[src/rtl/carry_save_resolver.sv]
// carry_save_resolver
//
// Carry-propagate stage that sits directly after the 3:2 compressor tree. It turns the
// final carry-save pair (in_s, in_c) into a plain binary sum. The add is segmented:
// one SEG_LEN-bit slice is resolved per cycle, lowest slice first, and the carry
// between slices is held in a register. This keeps the full-width carry chain off the
// critical path.
//
// Parameters:
//   BIT_LEN  width of in_s / in_c. in_c is already weight-aligned (no shift here).
//   SEG_LEN  slice width resolved per cycle. BIT_LEN must be a multiple of SEG_LEN.
//
// Ports:
//   clk        rising-edge clock
//   rst        synchronous, active-high reset
//   in_valid   (in_s, in_c) valid
//   in_ready   block can accept a pair this cycle (combinational, independent of in_valid)
//   in_s       sum vector from the compressor tree
//   in_c       carry vector from the compressor tree
//   out_valid  out_sum holds a completed result
//   out_ready  consumer accepts out_sum
//   out_sum    in_s + in_c over BIT_LEN+1 bits; MSB is the final carry-out
//   busy       high while slices are being resolved

module carry_save_resolver #(
    parameter int unsigned BIT_LEN = 16,
    parameter int unsigned SEG_LEN = 8
) (
    input  logic               clk,
    input  logic               rst,
    input  logic               in_valid,
    output logic               in_ready,
    input  logic [BIT_LEN-1:0] in_s,
    input  logic [BIT_LEN-1:0] in_c,
    output logic               out_valid,
    input  logic               out_ready,
    output logic [BIT_LEN:0]   out_sum,
    output logic               busy
);

    localparam int unsigned NUM_SEG = BIT_LEN / SEG_LEN;
    // Keep the index at least one bit wide so the NUM_SEG == 1 case still elaborates.
    localparam int unsigned SegW = (NUM_SEG > 1) ? $clog2(NUM_SEG) : 1;
    localparam logic [SegW-1:0] LastSeg = SegW'(NUM_SEG - 1);

    localparam logic [1:0] StIdle = 2'd0;
    localparam logic [1:0] StAdd  = 2'd1;
    localparam logic [1:0] StDone = 2'd2;

    if ((BIT_LEN % SEG_LEN) != 0) begin : g_bad_seg_len
        $error("carry_save_resolver: BIT_LEN must be a multiple of SEG_LEN");
    end

    logic [1:0]         state_q,   state_d;
    logic [BIT_LEN-1:0] s_q,       s_d;
    logic [BIT_LEN-1:0] c_q,       c_d;
    logic [SegW-1:0]    seg_idx_q, seg_idx_d;
    logic               carry_q,   carry_d;
    logic [BIT_LEN:0]   sum_q,     sum_d;

    logic               accept;
    logic [31:0]        seg_base;
    logic [SEG_LEN-1:0] s_slice;
    logic [SEG_LEN-1:0] c_slice;
    logic [SEG_LEN:0]   slice_add;

    // A finished result can be replaced in the same cycle it is consumed, which is what
    // gives the back-to-back NUM_SEG+1 cycle throughput.
    always_comb begin
        in_ready = (state_q == StIdle) || ((state_q == StDone) && out_ready);
        accept   = in_valid && in_ready;
    end

    // One slice of the carry-propagate add: both operand slices plus the carry that
    // came out of the slice below on the previous cycle.
    always_comb begin
        seg_base  = 32'(seg_idx_q) * SEG_LEN;
        s_slice   = s_q[seg_base +: SEG_LEN];
        c_slice   = c_q[seg_base +: SEG_LEN];
        slice_add = {1'b0, s_slice} + {1'b0, c_slice} + (SEG_LEN + 1)'(carry_q);
    end

    always_comb begin
        state_d   = state_q;
        s_d       = s_q;
        c_d       = c_q;
        seg_idx_d = seg_idx_q;
        carry_d   = carry_q;
        sum_d     = sum_q;

        unique case (state_q)
            StIdle: begin
                if (accept) begin
                    s_d       = in_s;
                    c_d       = in_c;
                    carry_d   = 1'b0;
                    seg_idx_d = '0;
                    state_d   = StAdd;
                end
            end

            StAdd: begin
                sum_d[seg_base +: SEG_LEN] = slice_add[SEG_LEN-1:0];
                carry_d                    = slice_add[SEG_LEN];
                if (seg_idx_q == LastSeg) begin
                    // Top slice: its carry-out is the extra result bit.
                    sum_d[BIT_LEN] = slice_add[SEG_LEN];
                    seg_idx_d      = '0;
                    state_d        = StDone;
                end else begin
                    seg_idx_d = seg_idx_q + 1'b1;
                end
            end

            StDone: begin
                if (accept) begin
                    s_d       = in_s;
                    c_d       = in_c;
                    carry_d   = 1'b0;
                    seg_idx_d = '0;
                    state_d   = StAdd;
                end else if (out_ready) begin
                    state_d = StIdle;
                end
            end

            default: begin
                state_d = StIdle;
            end
        endcase
    end

    always_ff @(posedge clk) begin
        if (rst) begin
            state_q   <= StIdle;
            s_q       <= '0;
            c_q       <= '0;
            seg_idx_q <= '0;
            carry_q   <= 1'b0;
            sum_q     <= '0;
        end else begin
            state_q   <= state_d;
            s_q       <= s_d;
            c_q       <= c_d;
            seg_idx_q <= seg_idx_d;
            carry_q   <= carry_d;
            sum_q     <= sum_d;
        end
    end

    always_comb begin
        out_valid = (state_q == StDone);
        busy      = (state_q == StAdd);
        out_sum   = sum_q;
    end

    // A stalled result must stay put until the consumer takes it.
    a_hold_stable : assert property (@(posedge clk) disable iff (rst)
        (out_valid && !out_ready) |=> (out_valid && $stable(out_sum)));

    a_valid_not_busy : assert property (@(posedge clk) disable iff (rst)
        !(out_valid && busy));

endmodule

[config.mk]
export PLATFORM = sky130hd
export DESIGN_NAME = carry_save_resolver
export DESIGN_NICKNAME = d
export VERILOG_FILES = /design/src/rtl/carry_save_resolver.sv
export SDC_FILE = /design/constraint.sdc
export NUM_CORES = 1
export LEC_CHECK = 0
export ABC_AREA = 1
export ABC_CLOCK_PERIOD_IN_PS = 7100
export CAP_MARGIN = 10
export CORE_ASPECT_RATIO = 1.4
export CORE_MARGIN = 5
export CORE_UTILIZATION = 40
export DETAILED_ROUTE_END_ITERATION = 16
export GPL_TIMING_DRIVEN = 0
export PLACE_DENSITY = 0.73
export SETUP_SLACK_MARGIN = 0.1
export SLEW_MARGIN = 25
export SYNTH_ARGS = -nofsm -noshare
export SYNTH_HDL_FRONTEND = slang
export SYNTH_SLANG_ARGS = --single-unit
[constraint.sdc]
create_clock -name clk -period 7.1 [get_ports clk]
set_input_delay 1.42 -clock clk [delete_from_list [all_inputs] [get_ports clk]]
set_output_delay 1.42 -clock clk [all_outputs]
set_load 0.005 [all_outputs]
After elaboration in Yosys (flattened, before gate mapping). Index checks and enable logic that the tools add are counted.

Memory bits (writable): 0. Bits of input ports: 36. Latch bits: 0. Flip-flop bits (word level): 53. Word-level logic and storage cells: 40. Output and inout bits: 20. Memory bits (read-only): 0. Memories: 0.

Reductions and logical operators: 9. Bitwise gates (word level): 0. Multipliers: 0. $lt $le $gt $ge: 0. Multiplexer cells: 11. Divide/modulo/power cells: 0. Shift-type cells: 4. Add/sub/neg operators: 4. Eq/ne operators: 6.

Operator list (count): negation 4 -> 34 bit (1); variable shift 8 x 34 -> 17 bit (first input constant) (1); indexed part select 8 x 34 -> 17 bit (1); indexed part select 16 x 5 -> 8 bit (2); bitwise mux 17 bit (1); adder 8 x 8 -> 9 bit (1); adder 9 x 1 -> 9 bit (1); 2-to-1 mux 2 bit (4); case mux 2 bit (3 select lines) (1); inequality test 2 x 1 -> 1 bit (second input constant) (2); case mux 1 bit (2 select lines) (2); AND reduction 2 bit (2); 2-to-1 mux 1 bit (3); inequality test 3 x 1 -> 1 bit (second input constant) (1); AND reduction 3 bit (1); equality test 2 x 1 -> 1 bit (second input constant) (1); equality test 2 bit (second input constant) (1); logical AND 1 bit (2); logical NOT 2 bit (1); inequality test 2 bit (second input constant) (1); nonzero test 2 bit (1); OR reduction 2 bit (1); adder 1 bit (second input constant) (1); logical OR 1 bit (1).

Logic depth before layout (Yosys ltp).
Depth in word-level cells: 6. Depth in mapped cells: 14. Depth with buffers taken out: 12.

Worst setup path before layout. No wires, ideal clock.

Kind: input port to output port. From: input out_ready. To: output in_ready. Data arrival time: 1891 ps. Stages: 3. Path buffers: 1. Required time: 5680 ps. Slack: 3789 ps. Path through: inv_1 > a21oi_4 > buf_4.

Longest elaborated chain between the ends: 2.

Ends and longest elaborated chain: start: declaration (RTL line 36) `input logic out_ready,`; logical AND 1 bit (RTL line 70) `in_ready = (state_q == StIdle) || ((state_q == StDone) && out_ready);`; logical OR 1 bit (RTL line 70); end: declaration (RTL line 32) `output logic in_ready,`.

Every way passes these cells.

Worst setup path in the final report. Ends and elaborated chain as after synthesis.

==> metrics.csv <==
metric,value,unit
critPathSlowestCell,clkdlybuf4s50_1,
cpMostUsedCell,clkdlybuf4s50_1,
yosysTopAreaCell,dfxtp_1,
synth_fp_nets,395,
synth_edf_count,0,
share_comb_of_total_power,23.5,%
cts_tree,built,
first_pass_iters,4,
clk_pin_slew,0.10,ns
swShare,28.0,%
crit_path_max_incr_delay,0.51,ns
seq_area_frac_synth,40.0,%
drive_above_1_share,11.7,%
dp_hpwl,4.73,mm
port_buffers,53,
worstSkewPairLatency,0.31,ns
cts_sinks,53,
crit_buf_inv,4,
ys.warnings.count,0,
gp_congestion,0.873,
hold_viol,0,
route.vias.total,2330,
synth_mux_area_share,0,%
fin_nets,455,
skew,0.0114,ns
cp.depth,5,
synthArstFlopShare,0,%
final_core_util,51.9,%
routed_wl,5.92,mm
status,"finished, final reports clean",
std_cell_rows,35,
synth_cell_types,24,
grt-ovfl-total,0,
rsz0062_at_grt,false,
r2r_slack,4.34,ns
synthAdderAreaFrac,4.81,%
route.antenna.remaining_nets,0,
fin_crit,4.39,ns
internal-power,0.000499,W
drv_slew,0,
viasPerCell,4.80,
max_cap_viol_count,0,
grt_pass1_vias,2291,
cp-end-kind,output pin,
post_cts_buffers,0,
synth_xor_xnor_area_share,0.991,%
ioPinCount,56,
fp.dieH,106,µm
post-route-period-util,61.8,%
clock_path_buffers,2,
ctsRootBufferMaster,clkbuf_8,
worst_pin_slew,0.714,ns
setup_tns,0,ns
grt_pass1_wl,10.1,mm
power_density,205,nW/µm²
crit_family,buffers and inverters,
peakVddDrop,0.155,mV
clock_power_share,29.2,%
avgSynthCellArea,7.58,µm²
synthCells,350,
preCtsSetupSlack,2.71,ns
crit_path_start_kind,input pin,
synth_top_area_share,40.0,%
synthSimpleGateAreaFrac,21.8,%
p_switching,0.000194,W
critPathMaxFanout,10,
ys_seq_elements,53,
syn_area,2650,µm²
ys.flop_type,dfxtp_1,
chipWidth,78.8,µm
drt_iter0_markers,172,
cts_max_level,2,
core_area,6530,µm²
cts-resized-gates,0,
max_freq,0.228,GHz
relSlewSlack,52.4,%
antenna_found_initial,0,
whs_path_depth,2,
start_util,40.6,%
synth_compound_area_share,20.4,%
antenna_cells,0,
synth_top_family_by_area,simple AND/OR/NAND/NOR gates,
synthTopCellsByArea,"dfxtp_1 (40%), nand2_1 (10%), a211oi_2 (7.6%), inv_1 (7.4%), a21oi_1 (7.0%)",
cts_hold_buf,0,
worstSetupPathType,in2out,
drc_errors,0,
seqPwrFrac,47.3,%
nFillCells,631,
grt_max_degree,17,
power_leakage,1.42,nW
syn_to_final_growth,27.7,%
arrival,2.97,ns
grt_use_total,15.0,%
wl_per_cell,12.2,µm
reg2reg_depth,12,
path_cells,"clkdlybuf4s50_1, inv_1, a21oi_4, buf_4, clkdlybuf4s50_1",
die-area,8380,µm²
cts_buffers,5,
cp.required,5.68,ns
hp-class,reg2reg,
setup_violations,0,
worst_slack,2.71,ns
-- flip-flops by register name (all words and copies together) (netlist names) --
name / count
carry_q: 1
c_q: 16
out_sum: 17
seg_idx_q: 1
state_q: 2
s_q: 16
-- metrics by stage --
step,cells,total power (W),hold WS [ns],cell area [µm²]
6_report,485,0.000694,0.467,3390
2_1_floorplan,350,0.000440,0.440,2650
3_5_place_dp,477,0.000499,0.455,3270
3_3_place_gp,477,0.000496,0.450,3270
4_1_cts,485,0.000702,0.469,3390
5_1_grt,485,0.000735,0.487,3390
-- cell usage after synthesis, types with 4 or more instances --
library cell	n
nand2_1	72
dfxtp_1	53
inv_1	52
a21oi_1	37
nand3_1	35
nor2_1	20
o21ai_0	18
a211oi_2	16
clkbuf_1	8
ha_1	7
buf_2	5
a21oi_2	4
-- kinds of logic after synthesis --
logic type | count (synthesis)
xor+xnor | 3
simple gates | 133
compound gates | 78
flops | 53
buf+inv | 74
fa+ha+maj | 9
-- worst paths after layout --
kind,from,endpoint
hold / removal,out_sum[9],out_sum[9]
setup / recovery,out_ready,in_ready
hold reg to reg,out_sum[9],out_sum[9]
setup reg to reg,seg_idx_q,out_sum[12]
-- worst register-to-register path, delay by kind of cell (launching register included) --
kind	cells	cell delay, ns
AO/OA/AOI/OAI	1	0.22
XOR/XNOR	1	0.19
adder cells (fa/ha/maj)	2	0.89
buffers and inverters	3	0.61
flip-flops	1	0.34
AND/OR/NAND/NOR	5	0.40
-- per-layer routing --
metal | vias up | wire length, µm | global-route usage [%] | part of all wire [%]
met3 | 9 | 240 | 2.97 | 4.1
met2 | 46 | 3050 | 26.6 | 52
met4 | 0 | 96 | 4.50 | 1.6
met1 | 1034 | 2530 | 17.9 | 43
met5 | - | 0 | 0 | 0
li1 | 1241 | - | - | -
-- layout make-up --
| cell class | instances | area, µm² | share of cell area (%) |
|---|---|---|---|
| Multi-Input combinational cell | 223 | 1270 | 37.6 |
| Sequential cell | 53 | 1060 | 31.3 |
| Timing Repair Buffer | 53 | 531 | 15.7 |
| Inverter | 54 | 203 | 5.99 |
| Buffer | 20 | 115 | 3.40 |
| Tap cell | 74 | 92.6 | 2.73 |
| Clock buffer | 6 | 72.6 | 2.14 |
| Clock inverter | 2 | 38.8 | 1.15 |
-- power groups by stage --
| stage | sequential, W | combinational (W) | clock [W] |
|---|---|---|---|
| after floorplan | 0.000334 | 0.000106 | 0 |
| after global placement | 0.000335 | 0.000161 | 0 |
| after detailed placement | 0.000335 | 0.000163 | 0 |
| after CTS | 0.000328 | 0.000164 | 0.000209 |
| after global routing | 0.000331 | 0.000185 | 0.000219 |
| final | 0.000328 | 0.000163 | 0.000202 |
-- cell usage in the layout, fill, tap and decap left out, types with 4 or more instances in the layout --
cell type and count:
a211oi_2 16, ha_1 7, clkbuf_1 9, nand3_1 35
a21oi_2 4, a21oi_1 37, nor2_1 20, clkbuf_8 5
buf_2 5, inv_1 52, dfxtp_1 53, nand2_1 72
clkdlybuf4s50_1 53, o21ai_0 18
Note: power is estimated with default switching activity, not from simulation.
